$ cat config.mk
export PLATFORM = sky130hd
export DESIGN_NAME = scaler_pad_lines
export DESIGN_NICKNAME = d
export VERILOG_FILES = /design/src/rtl/scaler_pad_lines.sv
export SDC_FILE = /design/constraint.sdc
export NUM_CORES = 1
export LEC_CHECK = 0
export ABC_CLOCK_PERIOD_IN_PS = 3700
export BUFFER_PORTS_ARGS = -buffer_cell sky130_fd_sc_hd__buf_2
export CORE_UTILIZATION = 25
export CTS_CLUSTER_SIZE = 40
export DETAILED_ROUTE_END_ITERATION = 8
export PLACE_DENSITY = 0.38
export SKIP_LAST_GASP = 1
export SYNTH_ARGS = -nofsm -noshare
export SYNTH_HDL_FRONTEND = slang
export SYNTH_SLANG_ARGS = --single-unit
$ cat constraint.sdc
create_clock -name s_clk -period 3.7 [get_ports s_clk]
set_input_delay 0.185 -clock s_clk [delete_from_list [all_inputs] [get_ports s_clk]]
set_output_delay 0.185 -clock s_clk [all_outputs]
set_load 0.02 [all_outputs]
$ cat src/rtl/scaler_pad_lines.sv
// Constant-value vertical padding generator: emits `lines` rows of `len` beats,
// each beat carrying the latched pad value replicated PIXEL_NUM times.
module scaler_pad_lines #(
    parameter int PIXEL_BITWIDTH = 8,
    parameter int PIXEL_NUM      = 2,
    parameter int IMG_H_MAX      = 3840,
    parameter int IMG_V_MAX      = 2160,
    parameter int IMG_H_BITWIDTH = $clog2(IMG_H_MAX),
    parameter int IMG_V_BITWIDTH = $clog2(IMG_V_MAX)
) (
    input  logic                                s_clk,
    input  logic                                s_rst,
    input  logic                                start,
    input  logic [IMG_H_BITWIDTH-1:0]           len,
    input  logic [IMG_V_BITWIDTH-1:0]           lines,
    input  logic [PIXEL_BITWIDTH-1:0]           pad_value,
    output logic                                busy,
    output logic                                done,
    output logic                                m_axis_valid,
    input  logic                                m_axis_ready,
    output logic                                m_axis_last,
    output logic                                m_axis_user,
    output logic [PIXEL_BITWIDTH*PIXEL_NUM-1:0] m_axis_pixel
);

    typedef enum logic [0:0] {
        ST_IDLE = 1'b0,
        ST_RUN  = 1'b1
    } state_t;

    localparam logic [IMG_H_BITWIDTH-1:0] H_ZERO = {IMG_H_BITWIDTH{1'b0}};
    localparam logic [IMG_H_BITWIDTH-1:0] H_ONE  = {{(IMG_H_BITWIDTH-1){1'b0}}, 1'b1};
    localparam logic [IMG_V_BITWIDTH-1:0] V_ZERO = {IMG_V_BITWIDTH{1'b0}};
    localparam logic [IMG_V_BITWIDTH-1:0] V_ONE  = {{(IMG_V_BITWIDTH-1){1'b0}}, 1'b1};

    state_t                      state_r, state_s;
    logic [IMG_H_BITWIDTH-1:0]   x_cnt_r, x_cnt_s;
    logic [IMG_V_BITWIDTH-1:0]   y_cnt_r, y_cnt_s;
    logic [IMG_H_BITWIDTH-1:0]   len_q_r, len_q_s;
    logic [IMG_V_BITWIDTH-1:0]   lines_q_r, lines_q_s;
    logic [PIXEL_BITWIDTH-1:0]   pad_q_r, pad_q_s;
    logic                        done_r, done_s;
    logic                        run_s;
    logic                        handshake_s;
    logic                        line_end_s;
    logic                        run_end_s;

    // The decrements below are only meaningful in RUN, where len_q/lines_q are nonzero.
    assign run_s       = (state_r == ST_RUN);
    assign handshake_s = run_s & m_axis_ready;
    assign line_end_s  = (x_cnt_r == (len_q_r - H_ONE));
    assign run_end_s   = line_end_s & (y_cnt_r == (lines_q_r - V_ONE));

    assign busy         = run_s;
    assign m_axis_valid = run_s;
    assign done         = done_r;
    assign m_axis_last  = run_s & line_end_s;
    assign m_axis_user  = run_s & (x_cnt_r == H_ZERO) & (y_cnt_r == V_ZERO);
    assign m_axis_pixel = {PIXEL_NUM{pad_q_r}};

    // Next-state, counter and config-latch logic.
    always_comb begin
        state_s   = state_r;
        x_cnt_s   = x_cnt_r;
        y_cnt_s   = y_cnt_r;
        len_q_s   = len_q_r;
        lines_q_s = lines_q_r;
        pad_q_s   = pad_q_r;
        done_s    = 1'b0;
        case (state_r)
            ST_IDLE: begin
                if (start) begin
                    len_q_s   = len;
                    lines_q_s = lines;
                    pad_q_s   = pad_value;
                    x_cnt_s   = H_ZERO;
                    y_cnt_s   = V_ZERO;
                    if ((len == H_ZERO) || (lines == V_ZERO)) begin
                        done_s  = 1'b1;
                        state_s = ST_IDLE;
                    end else begin
                        state_s = ST_RUN;
                    end
                end else begin
                    state_s = ST_IDLE;
                end
            end
            ST_RUN: begin
                if (handshake_s) begin
                    if (line_end_s) begin
                        x_cnt_s = H_ZERO;
                        if (run_end_s) begin
                            state_s = ST_IDLE;
                            done_s  = 1'b1;
                        end else begin
                            y_cnt_s = y_cnt_r + V_ONE;
                        end
                    end else begin
                        x_cnt_s = x_cnt_r + H_ONE;
                    end
                end else begin
                    state_s = ST_RUN;
                end
            end
            default: begin
                state_s = ST_IDLE;
            end
        endcase
    end

    // State, counter and latched-config registers.
    always_ff @(posedge s_clk or posedge s_rst) begin
        if (s_rst) begin
            state_r   <= ST_IDLE;
            x_cnt_r   <= H_ZERO;
            y_cnt_r   <= V_ZERO;
            len_q_r   <= H_ZERO;
            lines_q_r <= V_ZERO;
            pad_q_r   <= {PIXEL_BITWIDTH{1'b0}};
            done_r    <= 1'b0;
        end else begin
            state_r   <= state_s;
            x_cnt_r   <= x_cnt_s;
            y_cnt_r   <= y_cnt_s;
            len_q_r   <= len_q_s;
            lines_q_r <= lines_q_s;
            pad_q_r   <= pad_q_s;
            done_r    <= done_s;
        end
    end

endmodule
; ---- After elaboration in Yosys (flattened, before gate mapping)
; Cells that the tools add are included.
[op_classes]
n_reduce_logical = 8
eq_ne = 6
n_addsub = 4
bitwise = 6
muxes = 20
[ops]
columns = operator, n
row1 = two-way mux 12 bit, 6
row2 = zero test 12 bit, 4
row3 = case mux 12 bit (2 select lines), 2
row4 = adder 12 x 1 -> 12 bit (second input constant), 2
row5 = == test 12 bit, 2
row6 = subtractor 12 x 1 -> 12 bit (second input constant), 2
row7 = two-way mux 1 bit, 10
row8 = bitwise AND 1 bit, 5
row9 = inequality test 2 x 1 -> 1 bit (second input constant), 2
row10 = inequality test 2 bit (second input constant), 2
row11 = case mux 1 bit (2 select lines), 2
row12 = AND reduction 2 bit, 2
row13 = AND reduction 4 bit, 1
row14 = logical OR 1 bit, 1
row15 = NOT 1 bit, 1
[totals]
input_bits = 36
register_bits = 58
out_inout_bits = 21

; ---- Longest topological paths before layout
[depth]
depth_word = 7
mapped_depth = 11
depth_no_buf = 9

; ---- Least setup slack after synthesis
; Ideal clock, no wire load.
[synth_path]
kind = register to register
startpoint = reg lines_q_r[0]
endpoint = reg y_cnt_r[1]
n_path_buf = 1
required_time_ns = 3.572
arrival_ns = 2.620
slack_ns = 0.952
path_stages_with_launch = 11
synth_period_minus_slack_ns = 2.748
setup_time_ns = 0.128
cell_sequence = dfrtp_1 > inv_1 > ha_1 > or4b_1 > a2111oi_0 > o32ai_1 > a2111o_1 > o2111ai_1 > buf_2 > nor2_1 > mux2_1
[synth_via]
elab_chain_cells = 5
[synth_rtl]
columns = element, line
row1 = "start, declared", 40  ; logic [IMG_V_BITWIDTH-1:0] lines_q_r, lines_q_s;
row2 = "start signal, assigned", 126  ; lines_q_r <= lines_q_s;
row3 = subtractor 12 x 1 -> 12 bit, 52  ; assign run_end_s = line_end_s & (y_cnt_r == (lines_q_r - V_ONE));
row4 = == test 12 bit, 52
row5 = bitwise AND 1 bit, 52
row6 = inequality test 2 bit (no line), --
row7 = AND reduction 4 bit (no line), --
row8 = "end signal, assigned", 124  ; y_cnt_r <= y_cnt_s;
row9 = "end, declared", 38  ; logic [IMG_V_BITWIDTH-1:0] y_cnt_r, y_cnt_s;
; Every way passes these cells.
; A chain may end at the register's enable or synchronous reset.

; ---- Worst setup path after layout
[layout_path]
startpoint = reg len_q_r[0]
endpoint = out m_axis_last
[layout_via]
elab_chain_cells = 3
[layout_rtl]
columns = element, line
row1 = "start, declared", 39  ; logic [IMG_H_BITWIDTH-1:0] len_q_r, len_q_s;
row2 = "start signal, assigned", 125  ; len_q_r <= len_q_s;
row3 = subtractor 12 x 1 -> 12 bit, 51  ; assign line_end_s = (x_cnt_r == (len_q_r - H_ONE));
row4 = == test 12 bit, 51
row5 = bitwise AND 1 bit, 57  ; assign m_axis_last = run_s & line_end_s;
row6 = "end, declared", 21  ; output logic m_axis_last,
; Every way passes these cells.

==> results.ini <==
[timing]
slew_violations=0
slew_headroom_pct=46.76
rsz0062_at_grt=no
finClkSkew_ns=0.005045
period_share_pct=85.32
setup_viol=0
tightest_slew_ns=0.7974
setup_ws_ns=0.5433
worst_hold_slack_ns=0.009089
final_hold_viol_count=0
min_period_ns=3.157
fmax_mhz=316.8
fin_tns_setup_ns=0

[clocking]
cts_made_buffers=9
postCtsSetupBuffers=0
worstSkewPairLatency_ns=0.33
clock_tree.root_cell=clkbuf_16
cts_tree=yes
ctsResizeCount=0
clockBufferDepth=2
cts_hold_buf=0
htreeDepth=3
clk_pin_slew_worst_paths_ns=0.06
cts.sinks=58

[logic_synthesis]
synth_top_area_share_pct=39.47
yosysSeqAreaShare_pct=39.47
synthFlopType=dfrtp_1
synth_area_per_cell_um2=8.493
ys_ff_latch=58
synth-edff-count=0
yosysWarnings=0
synth_nets=475
synthTopCellsByCount=nand2_1, dfrtp_1, nor2_1
synth.distinct_cells=63
syn-instance-count=433
synth_top_cell_by_area=dfrtp_1
yosysMostFrequentCell=nand2_1
postSynth.asyncResetShare_pct=100.0
synth_area_um2=3677
synth_area_leaders=dfrtp_1, nand2_1, xor2_1, xnor2_1, nor4_1

[die]
fp.dieH_um=123.3
core_um2=14100
pin_count=57
dieWidth_um=123.3
dieArea_um2=15200
rows=43
start_util_pct=26.09

[outcome]
status=finished clean

[critical_path]
cp_slowest_cell=nor3b_2
critPathMaxStageDelay_ns=0.44
worstPathArrival_ns=2.97
required_ns=3.51
end_kind=output port
worstSetupPathType=reg2out
crit_fanout=11
r2r_cells=10
rrSetupSlack_ns=0.60
rr_startpoint=lines_q_r[0]
critPathLaunchType=register
timing.rr.end=y_cnt_r[1]
crit_chain=inv_1 > ha_1 > nor3b_2 > and3_1 > o22ai_1 > nor4_4 > o211a_1 > and2_1 > buf_2

[finish]
fill_cells=1551
n_antenna_cell=0
drive_above_1_share_pct=18.03
syn2layout_area_growth_pct=18.14
final_nets=514

[pwr]
comb_power_share_pct=21.2
p_leak_nw=1.996
vdd_drop_max_uv=161.4
p_per_area_nw_per_um2=480.5
power.total_mw=2.087
p_sw_share_pct=31.98
switchingPower_mw=0.6677
sequentialPowerShare_pct=39.8
p_int_mw=1.420
clockPowerShare_pct=39.0

[routing]
routedWlPerCell_um=16.09
drt-total-wl_mm=10.57
via_count=3251
firstDrtPassIters=5
vias_per_cell=4.948
final_antenna_net_count=0
drt_iter0_drc=138
drcViolationCount=0

[flow_run]
cap_violations=0

[placed_design]
dpl_worst_slack_ns=0.6320
hpwl_mm=7.712
gp_congestion=0.8573
port-buffer-count=56

[global_routing]
first_global_vias=3318
grt_first_pass_wirelength_mm=17.69
grt.total_usage_pct=15.31
antenna_found_initial=0
grt_overflow=0
grt_max_degree=40

[min_path]
hp-class=in2async

power groups by stage:
stage | registers, mW | logic [mW] | clock network [mW]
6_report | 0.831 | 0.442 | 0.815
3_5_place_dp | 0.841 | 0.448 | 0
2_1_floorplan | 0.803 | 0.352 | 0
4_1_cts | 0.833 | 0.450 | 0.841
5_1_grt | 0.846 | 0.500 | 0.868
3_3_place_gp | 0.841 | 0.449 | 0
through the flow:
step | cell area (um^2) | std cells | utilization (%)
after floorplan | 3677 | 433 | -
after global placement | 4058 | 641 | 28.79
after detailed placement | 4058 | 641 | 28.79
after CTS | 4344 | 657 | 30.82
after global routing | 4344 | 657 | 30.82
final | 4344 | 657 | 30.82
critical path, delay by kind of cell, from the launching register on:
family          cells  cell delay, ns
fa+ha+maj           1            0.27
compound gates      2            0.51
flops               1            0.43
simple gates        4            1.17
buf+inv             2            0.26
how the worst max path moves through the flow:
| stage | from | to | slack, ns | depth (start not counted) |
|---|---|---|---|---|
| 3_3_place_gp | lines_q_r[0] | y_cnt_r[1] | 0.67 | 10 |
| 3_5_place_dp | lines_q_r[0] | y_cnt_r[1] | 0.63 | 10 |
| 5_1_grt | len_q_r[0] | m_axis_last | 0.25 | 9 |
| 2_1_floorplan | lines_q_r[0] | y_cnt_r[1] | 0.95 | 10 |
| 6_report | len_q_r[0] | m_axis_last | 0.54 | 9 |
| 4_1_cts | len_q_r[0] | m_axis_last | 0.51 | 9 |
final cells by class:
class	instances	area [um^2]	area share (%)
timing repair buffer	61	317.8	7.316
clock inverter	6	57.56	1.325
multi-input combinational	329	2014	46.37
inverter	13	48.80	1.123
clock buffer	10	229.0	5.271
tap	180	225.2	5.184
sequential	58	1451	33.41
logic make-up after synthesis:
family	count (synthesis)	synth area share, %
compound gates	80	15.38
mux	3	0.8506
xor+xnor	29	6.907
buf+inv	46	5.954
flops	58	39.47
fa+ha+maj	6	2.041
simple gates	211	29.40
sequential cells by signal, indices dropped and copies added, names as in the netlist:
name       cells
busy           1
done           1
len_q_r       12
lines_q_r     12
pad_q_r        8
x_cnt_r       12
y_cnt_r       12
layer usage:
layer / up-vias / global-route usage (%) / share of wire (%)
met5: - / 0 / 0
met4: 0 / 5.648 / 1.1
met3: 7 / 2.352 / 4.8
met2: 89 / 22.80 / 44
met1: 1533 / 22.20 / 51
li1: 1622 / - / -
placed cells by master (no fill, tap or decap), drive strengths merged, types with 4 or more instances in the layout:
master  instances
clkbuf         10
o311ai          4
and3           11
nor2           16
nor4           15
nor3           10
a211oi          5
o211ai          4
o21ai          14
o31ai           7
or4             7
buf            61
a21oi          13
a31oi           7
nand2          96
nand3          14
dfrtp          58
nand2b          8
inv            13
a22o            4
ha              6
nor2b           5
xnor2          14
clkinv          4
xor2           15
or3             5
No activity file was read; power rests on OpenSTA's default activity.
